$ cat src/rtl/stopwatch_pkg.sv
// stopwatch_pkg
// Shared types and digit limits for the stopwatch control core.
//   sw_state_t   : control FSM state encoding
//   bcd_t        : one BCD digit
//   *_MAX        : terminal value of each MM:SS digit
package stopwatch_pkg;

  typedef enum logic [1:0] {
    IDLE = 2'd0,
    RUN  = 2'd1,
    STOP = 2'd2,
    LAP  = 2'd3
  } sw_state_t;

  typedef logic [3:0] bcd_t;

  localparam bcd_t SEC_TENS_MAX = 4'd5;
  localparam bcd_t UNITS_MAX    = 4'd9;
  localparam bcd_t MIN_TENS_MAX = 4'd5;

endpackage

$ cat src/rtl/bcd_digit.sv
// bcd_digit
// One BCD digit counter that counts 0..MAX and rolls over.
// Ports:
//   clk, rst_n : clock, asynchronous active-low reset
//   inc        : advance the digit by one this cycle
//   clr        : synchronous clear to 0 (wins over inc)
//   digit      : current digit value
//   carry      : inc while at MAX, i.e. the next digit must advance
module bcd_digit
  import stopwatch_pkg::*;
#(
  parameter bcd_t MAX = UNITS_MAX
) (
  input  logic clk,
  input  logic rst_n,
  input  logic inc,
  input  logic clr,
  output bcd_t digit,
  output logic carry
);

  bcd_t digit_q, digit_d;
  logic at_max;

  assign at_max = (digit_q == MAX);

  always_comb begin
    digit_d = digit_q;
    if (clr) begin
      digit_d = '0;
    end else if (inc) begin
      digit_d = at_max ? '0 : digit_q + 4'd1;
    end
  end

  always_ff @(posedge clk or negedge rst_n) begin
    if (!rst_n) begin
      digit_q <= '0;
    end else begin
      digit_q <= digit_d;
    end
  end

  assign digit = digit_q;
  assign carry = inc & at_max;

endmodule

$ cat src/rtl/stopwatch_ctrl.sv
// stopwatch_ctrl
// Control and timekeeping core: button edge detect, IDLE/RUN/STOP/LAP FSM,
// one-second prescaler, MM:SS BCD counter and lap-hold register.
// Ports:
//   clk, rst_n : clock, asynchronous active-low reset
//   btn_ss     : start/stop button (level; rising edge is the event)
//   btn_lap    : lap button
//   btn_clr    : clear button
//   running    : high in RUN or LAP
//   lap_hold   : high in LAP (display frozen)
//   sec_tick   : one-cycle pulse in the cycle before each increment
//   disp_bcd   : {m1,m0,s1,s0} for the display (held value in LAP)
//   live_bcd   : live counter value
module stopwatch_ctrl
  import stopwatch_pkg::*;
#(
  parameter int TICK_DIV = 100_000_000
) (
  input  logic        clk,
  input  logic        rst_n,
  input  logic        btn_ss,
  input  logic        btn_lap,
  input  logic        btn_clr,
  output logic        running,
  output logic        lap_hold,
  output logic        sec_tick,
  output logic [15:0] disp_bcd,
  output logic [15:0] live_bcd
);

  localparam int            PW       = $clog2(TICK_DIV);
  localparam logic [PW-1:0] PRE_LAST = PW'(TICK_DIV - 1);

  sw_state_t     state_q;
  logic          running_q, lap_hold_q;
  logic          ss_q, lap_q, clr_q;
  logic          ev_ss, ev_lap, ev_clr;
  logic [PW-1:0] pre_q, pre_d;
  logic          counting, wrap, do_clear, do_capture;
  logic [15:0]   hold_q;
  bcd_t          s0, s1, m0, m1;
  logic          c_s0, c_s1, c_m0, m1_carry_unused;

  // Edge detect with priority folded in: a lower-priority event is masked
  // whenever a higher-priority one occurs in the same cycle.
  assign ev_ss  = btn_ss  & ~ss_q;
  assign ev_lap = btn_lap & ~lap_q & ~ev_ss;
  assign ev_clr = btn_clr & ~clr_q & ~ev_ss & ~ev_lap;

  always_ff @(posedge clk or negedge rst_n) begin
    if (!rst_n) begin
      ss_q  <= 1'b0;
      lap_q <= 1'b0;
      clr_q <= 1'b0;
    end else begin
      ss_q  <= btn_ss;
      lap_q <= btn_lap;
      clr_q <= btn_clr;
    end
  end

  assign counting   = (state_q == RUN) || (state_q == LAP);
  assign wrap       = counting && (pre_q == PRE_LAST);
  assign do_clear   = (state_q == STOP) && ev_clr;
  assign do_capture = (state_q == RUN) && ev_lap;

  // STOP falls through to the hold branch so a resume finishes the
  // partial second instead of starting a fresh one.
  always_comb begin
    pre_d = pre_q;
    if ((state_q == IDLE) || do_clear) begin
      pre_d = '0;
    end else if (counting) begin
      pre_d = wrap ? '0 : pre_q + PW'(1);
    end
  end

  always_ff @(posedge clk or negedge rst_n) begin
    if (!rst_n) begin
      pre_q <= '0;
    end else begin
      pre_q <= pre_d;
    end
  end

  // Control FSM; running/lap_hold are registered alongside the state so
  // they always describe the state being entered.
  always_ff @(posedge clk or negedge rst_n) begin
    if (!rst_n) begin
      state_q    <= IDLE;
      running_q  <= 1'b0;
      lap_hold_q <= 1'b0;
    end else begin
      case (state_q)
        IDLE: begin
          if (ev_ss) begin
            state_q   <= RUN;
            running_q <= 1'b1;
          end
        end
        RUN: begin
          if (ev_ss) begin
            state_q   <= STOP;
            running_q <= 1'b0;
          end else if (ev_lap) begin
            state_q    <= LAP;
            lap_hold_q <= 1'b1;
          end
        end
        LAP: begin
          if (ev_ss) begin
            state_q    <= STOP;
            running_q  <= 1'b0;
            lap_hold_q <= 1'b0;
          end else if (ev_lap) begin
            state_q    <= RUN;
            lap_hold_q <= 1'b0;
          end
        end
        STOP: begin
          if (ev_ss) begin
            state_q   <= RUN;
            running_q <= 1'b1;
          end else if (ev_clr) begin
            state_q <= IDLE;
          end
        end
        default: begin
          state_q    <= IDLE;
          running_q  <= 1'b0;
          lap_hold_q <= 1'b0;
        end
      endcase
    end
  end

  // Captures the pre-increment value if a second boundary lands on the
  // same edge as the lap press.
  always_ff @(posedge clk or negedge rst_n) begin
    if (!rst_n) begin
      hold_q <= '0;
    end else if (do_clear) begin
      hold_q <= '0;
    end else if (do_capture) begin
      hold_q <= live_bcd;
    end
  end

  bcd_digit #(.MAX(UNITS_MAX)) u_s0 (
    .clk(clk), .rst_n(rst_n), .inc(wrap), .clr(do_clear),
    .digit(s0), .carry(c_s0)
  );

  bcd_digit #(.MAX(SEC_TENS_MAX)) u_s1 (
    .clk(clk), .rst_n(rst_n), .inc(c_s0), .clr(do_clear),
    .digit(s1), .carry(c_s1)
  );

  bcd_digit #(.MAX(UNITS_MAX)) u_m0 (
    .clk(clk), .rst_n(rst_n), .inc(c_s1), .clr(do_clear),
    .digit(m0), .carry(c_m0)
  );

  // 59:59 rolls over silently, so the top carry goes nowhere.
  bcd_digit #(.MAX(MIN_TENS_MAX)) u_m1 (
    .clk(clk), .rst_n(rst_n), .inc(c_m0), .clr(do_clear),
    .digit(m1), .carry(m1_carry_unused)
  );

  assign live_bcd = {m1, m0, s1, s0};
  assign disp_bcd = lap_hold_q ? hold_q : live_bcd;
  assign running  = running_q;
  assign lap_hold = lap_hold_q;
  assign sec_tick = wrap;

endmodule

$ cat config.mk
export PLATFORM = sky130hd
export DESIGN_NAME = stopwatch_ctrl
export DESIGN_NICKNAME = d
export VERILOG_FILES = /design/src/rtl/stopwatch_pkg.sv /design/src/rtl/bcd_digit.sv /design/src/rtl/stopwatch_ctrl.sv
export SDC_FILE = /design/constraint.sdc
export NUM_CORES = 1
export LEC_CHECK = 0
export ABC_AREA = 1
export ABC_CLOCK_PERIOD_IN_PS = 2700
export CORE_UTILIZATION = 61
export DETAILED_ROUTE_END_ITERATION = 6
export GPL_TIMING_DRIVEN = 0
export PLACE_DENSITY = 0.9
export RECOVER_POWER = 50
export REMOVE_ABC_BUFFERS = 1
export SYNTH_ARGS = -nofsm -noshare
export SYNTH_HDL_FRONTEND = slang
export SYNTH_SLANG_ARGS = --single-unit
$ cat constraint.sdc
create_clock -name clk -period 2.7 [get_ports clk]
set_input_delay 0.54 -clock clk [delete_from_list [all_inputs] [get_ports clk]]
set_output_delay 0.54 -clock clk [all_outputs]
set_load 0.03 [all_outputs]
==> results.md <==
Placed design:
- Prior to clock tree synthesis, the placed netlist has a worst setup slack of -0.2746 ns.
- At the end of routability-driven placement, the weighted congestion stood at 0.9095.
- After detailed placement, the design holds a cell count of 623.
- The number of I/O port buffers is 39.
- The total half-perimeter wirelength after legalization and detailed placement is 5793 µm.

Clock tree:
- TritonCTS built the clock tree.
- The H-tree was split into 3 levels.
- The later pin in the worst-skew pair is clocked with a latency of 0.35 ns.
- The post-cts repair resize count is 2.
- The count of clock tree sinks is 66.
- The maximum root-to-sink buffer count is 2.
- The clock-pin transition on the worst setup and hold timing paths is 0.07 ns.
- Counting the buffers created by CTS gives 9.
- The total setup buffers inserted after CTS is 0.
- The count of hold buffers inserted by post-cts repair is 0.
- The root buffer selected by CTS is clkbuf_8.

Pwr:
- Internal power comes to 2.063 mW.
- The share of total power dissipated in sequential elements is 39.6%.
- In this run, the combinational gates consume 31.8% of the power.
- The switching component of the power is 1.263 mW.
- The static leakage is 2.031 nW.
- The share of power burned in the clock network is 28.6%.
- The worst supply voltage drop on vdd is 0.7135 mV.
- Of the total power, the share spent switching nets is 37.98%.
- The power density over the cells is 753.0 mW/mm².

Detailed routing:
- The final route contains 3578 vias.
- The average vias per placed instance is 5.599.
- For this run, design rule violations remaining after detail routing come to 0.
- The DRC violation total after the first TritonRoute iteration is 235.
- The number of routed nets with antenna violations is 0.
- After detailed routing, the average wire length per cell comes to 13.26 µm.
- The number of iterations in the first detailed-routing pass is 5.
- The total detailed-routing wirelength is 8474 µm.

STA:
- The achievable clock frequency is 392.9 MHz.
- At the pin with the least slew margin, the transition time is 1.607 ns.
- The total count of max-transition violations in the final report is 67.
- The post-layout worst setup margin is 0.1546 ns.
- The setup clock skew after layout is 0.007533 ns.
- The final count of hold timing violations was 0.
- The final clock period utilization by the worst path is 94.28%.
- Setup violations remaining at the end of the flow were counted as 0.
- The worst pin sits at a relative slew slack of -7.132%.
- The final critical path time including I/O delays and setup is 2.545 ns.
- Setup repair after global routing left no endpoint under its margin.

GRT:
- The aggregate global-route resource usage is 28.33%.
- The number of antenna violations at the first check in global routing is 0.
- Global routing finished with a remaining overflow of 0.
- The pin count of the biggest net entering global routing is 67.
- The number of global-route vias before repair is 3318.
- The first global-routing pass estimated 14390 µm of wire.

Critical path:
- The element type at the critical path end is an output pin.
- The slowest stage of the critical path belongs to the cell dfrtp_1.
- The worst setup path is launched from a register.
- The library cell appearing most often on the critical path is nand2_2.
- The critical-path maximum fanout is 5.
- The worst setup path category is register to output pin.
- At the worst endpoint, the required time is 2.16 ns.
- The arrival time at the worst endpoint is 2.01 ns.
- On the worst path, the slowest cell contributes a delay of 0.41 ns.
- The signal on the critical path passes through ha_1 > nand2_2 > nor2_2 > nand2_2 > nor2_1 > nand3_1 > inv_1 > dlygate4sd2_1.

Yosys:
- The top cell type's share of synthesized area is 43.48%.
- Synthesis handed over a netlist of 525 instances.
- Synthesis inferred 66 register bits.
- The largest area contributor in the netlist is dfrtp_1.
- Sorting the synthesized cells by area gives the leading types as dfrtp_1 (43%), nand2_1 (14%), o21ai_0 (8.0%), nand3_1 (7.5%), nor2_1 (6.2%).
- The count of warnings emitted by yosys is 0.
- Each instance of the synthesized netlist takes up on average 7.236 µm².
- After synthesis, the netlist uses 26 different library cells.
- The mapped netlist covers 0.003799 mm².
- After synthesis, flip-flops and latches occupy 43.48% of the total area.

Final layout:
- The sequential cell area in the final layout is 0.001653 mm².
- The utilization after layout is 74.18%.
- The area growth from synthesis to layout is 16.30%.
- Of the cells placed in the final design, the portion with a size suffix greater than 1 is 5.142%.
- The most common cell after layout, fill and taps aside is nand2_1.
- The multi-input combinational cells in the finished layout cover a total of 0.001833 mm².
- The count of fill cells added during filler insertion is 460.
- The final net count is 573.
- Leaving out fill and tap cells, the most frequent cells in the layout are nand2_1 (138), dfrtp_1 (65), nor2_1 (63).
- The count of placed standard cells in the final layout, fillers left out is 639.
- The number of antenna diodes is 0.

Floorplan:
- The count of standard-cell rows is 28.
- In this run the count of I/O pins placed on the die edge is 40.
- The core box area is 0.005956 mm².
- The horizontal extent of the die is 80.92 µm.
- The height of the chip is 80.92 µm.
- The effective utilization at floorplan is 63.78%.
- The area of the die is 0.006547 mm².

Hold path:
- The min-delay analysis places its worst path in the category register to register.

Outcome:
- The checks that failed: max-capacitance violations, max-slew violations.
- The run finished, with violations left.

Run:
- Max-cap violations in this run came to 1.
[final timing paths]
| kind | slack [ns] | endpoint | startpoint | depth (start not counted) |
|---|---|---|---|---|
| max | 0.15 | sec_tick | pre_q[0]$_DFFE_PN0P_ | 8 |
| max reg2reg | 0.54 | pre_q[19]$_DFFE_PN0P_ | pre_q[0]$_DFFE_PN0P_ | 10 |
| min | 0.51 | running$_DFFE_PN0P_ | running$_DFFE_PN0P_ | 2 |
| min in group asynchronous | 0.59 | hold_q[5]$_DFFE_PN0P_ | rst_n | 1 |
| min reg2reg | 0.51 | running$_DFFE_PN0P_ | running$_DFFE_PN0P_ | 2 |
| max in group asynchronous | 1.03 | lap_hold$_DFFE_PN0P_ | rst_n | 1 |
[through the flow]
stage / TNS [ns] / cell area (µm²) / total power [mW] / hold slack [ns]
2_1_floorplan: 0 / 3710 / 1.962 / 0.2444
3_3_place_gp: -72.53 / 4194 / 2.350 / 0.4948
3_5_place_dp: -1.789 / 4192 / 2.386 / 0.4958
4_1_cts: 0 / 4420 / 3.339 / 0.3211
5_1_grt: 0 / 4418 / 3.509 / 0.5508
6_report: 0 / 4418 / 3.327 / 0.5079
[registers in the layout, indices dropped and copies added (netlist names)]
signal      count
clr_q           1
hold_q         16
lap_hold        1
lap_q           1
pre_q          27
running         1
ss_q            1
state_q         2
u_m0.digit      4
u_m1.digit      4
u_s0.digit      4
u_s1.digit      4
[layout make-up]
class / instances / area share, %
clock inverter: 4 / 1.671
timing repair buffer: 39 / 8.694
sequential: 66 / 37.41
multi-input combinational: 383 / 41.49
clock buffer: 12 / 3.512
inverter: 60 / 5.098
tap: 75 / 2.124
[logic make-up (layout without fill, tap and decap cells)]
family,Yosys count,count (layout),synth area share (%)
compound gates,77,77,10.61
xor+xnor,14,14,3.228
fa+ha+maj,9,9,2.964
buf+inv,76,115,8.267
flops,66,66,43.48
simple gates,283,283,31.46
[cells in the mapped netlist]
| library cell | number |
|---|---|
| a21oi_1 | 2 |
| buf_2 | 5 |
| buf_4 | 2 |
| buf_6 | 2 |
| clkbuf_1 | 7 |
| dfrtp_1 | 66 |
| ha_1 | 9 |
| inv_1 | 59 |
| inv_2 | 1 |
| nand2_1 | 138 |
| nand2_2 | 5 |
| nand3_1 | 57 |
| nand3b_1 | 1 |
| nand4_1 | 7 |
| nor2_1 | 63 |
| nor2_2 | 5 |
| nor2_4 | 1 |
| nor3_1 | 6 |
| o211ai_1 | 2 |
| o21ai_0 | 61 |
| o21ai_1 | 5 |
| o21bai_1 | 2 |
| o22ai_1 | 4 |
| o31ai_1 | 1 |
| xnor2_1 | 4 |
| xor2_1 | 10 |
[critical path, delay by kind of cell (launching register included)]
family / cells / cell delay, ns
buf+inv: 2 / 0.44
flops: 1 / 0.41
simple gates: 5 / 0.60
fa+ha+maj: 1 / 0.20
[power by group through the flow]
stage / clock, mW / combinational (mW) / sequential (mW)
floorplan: 0 / 0.566 / 1.40
global placement: 0 / 1.03 / 1.32
detailed placement: 0 / 1.06 / 1.33
CTS: 0.958 / 1.07 / 1.31
global route: 1.00 / 1.17 / 1.34
finish: 0.953 / 1.06 / 1.32
[layer usage]
| metal | part of all wire [%] | vias up | wire (µm) | GRT usage, % |
|---|---|---|---|---|
| met4 | 1.6 | 0 | 138 | 11.43 |
| met1 | 46 | 1690 | 3877 | 37.05 |
| met2 | 48 | 117 | 4056 | 46.64 |
| met5 | 0 | - | 0 | 0 |
| met3 | 4.7 | 17 | 401 | 4.831 |
| li1 | - | 1754 | - | - |
No activity file was read; power rests on OpenSTA's default activity.
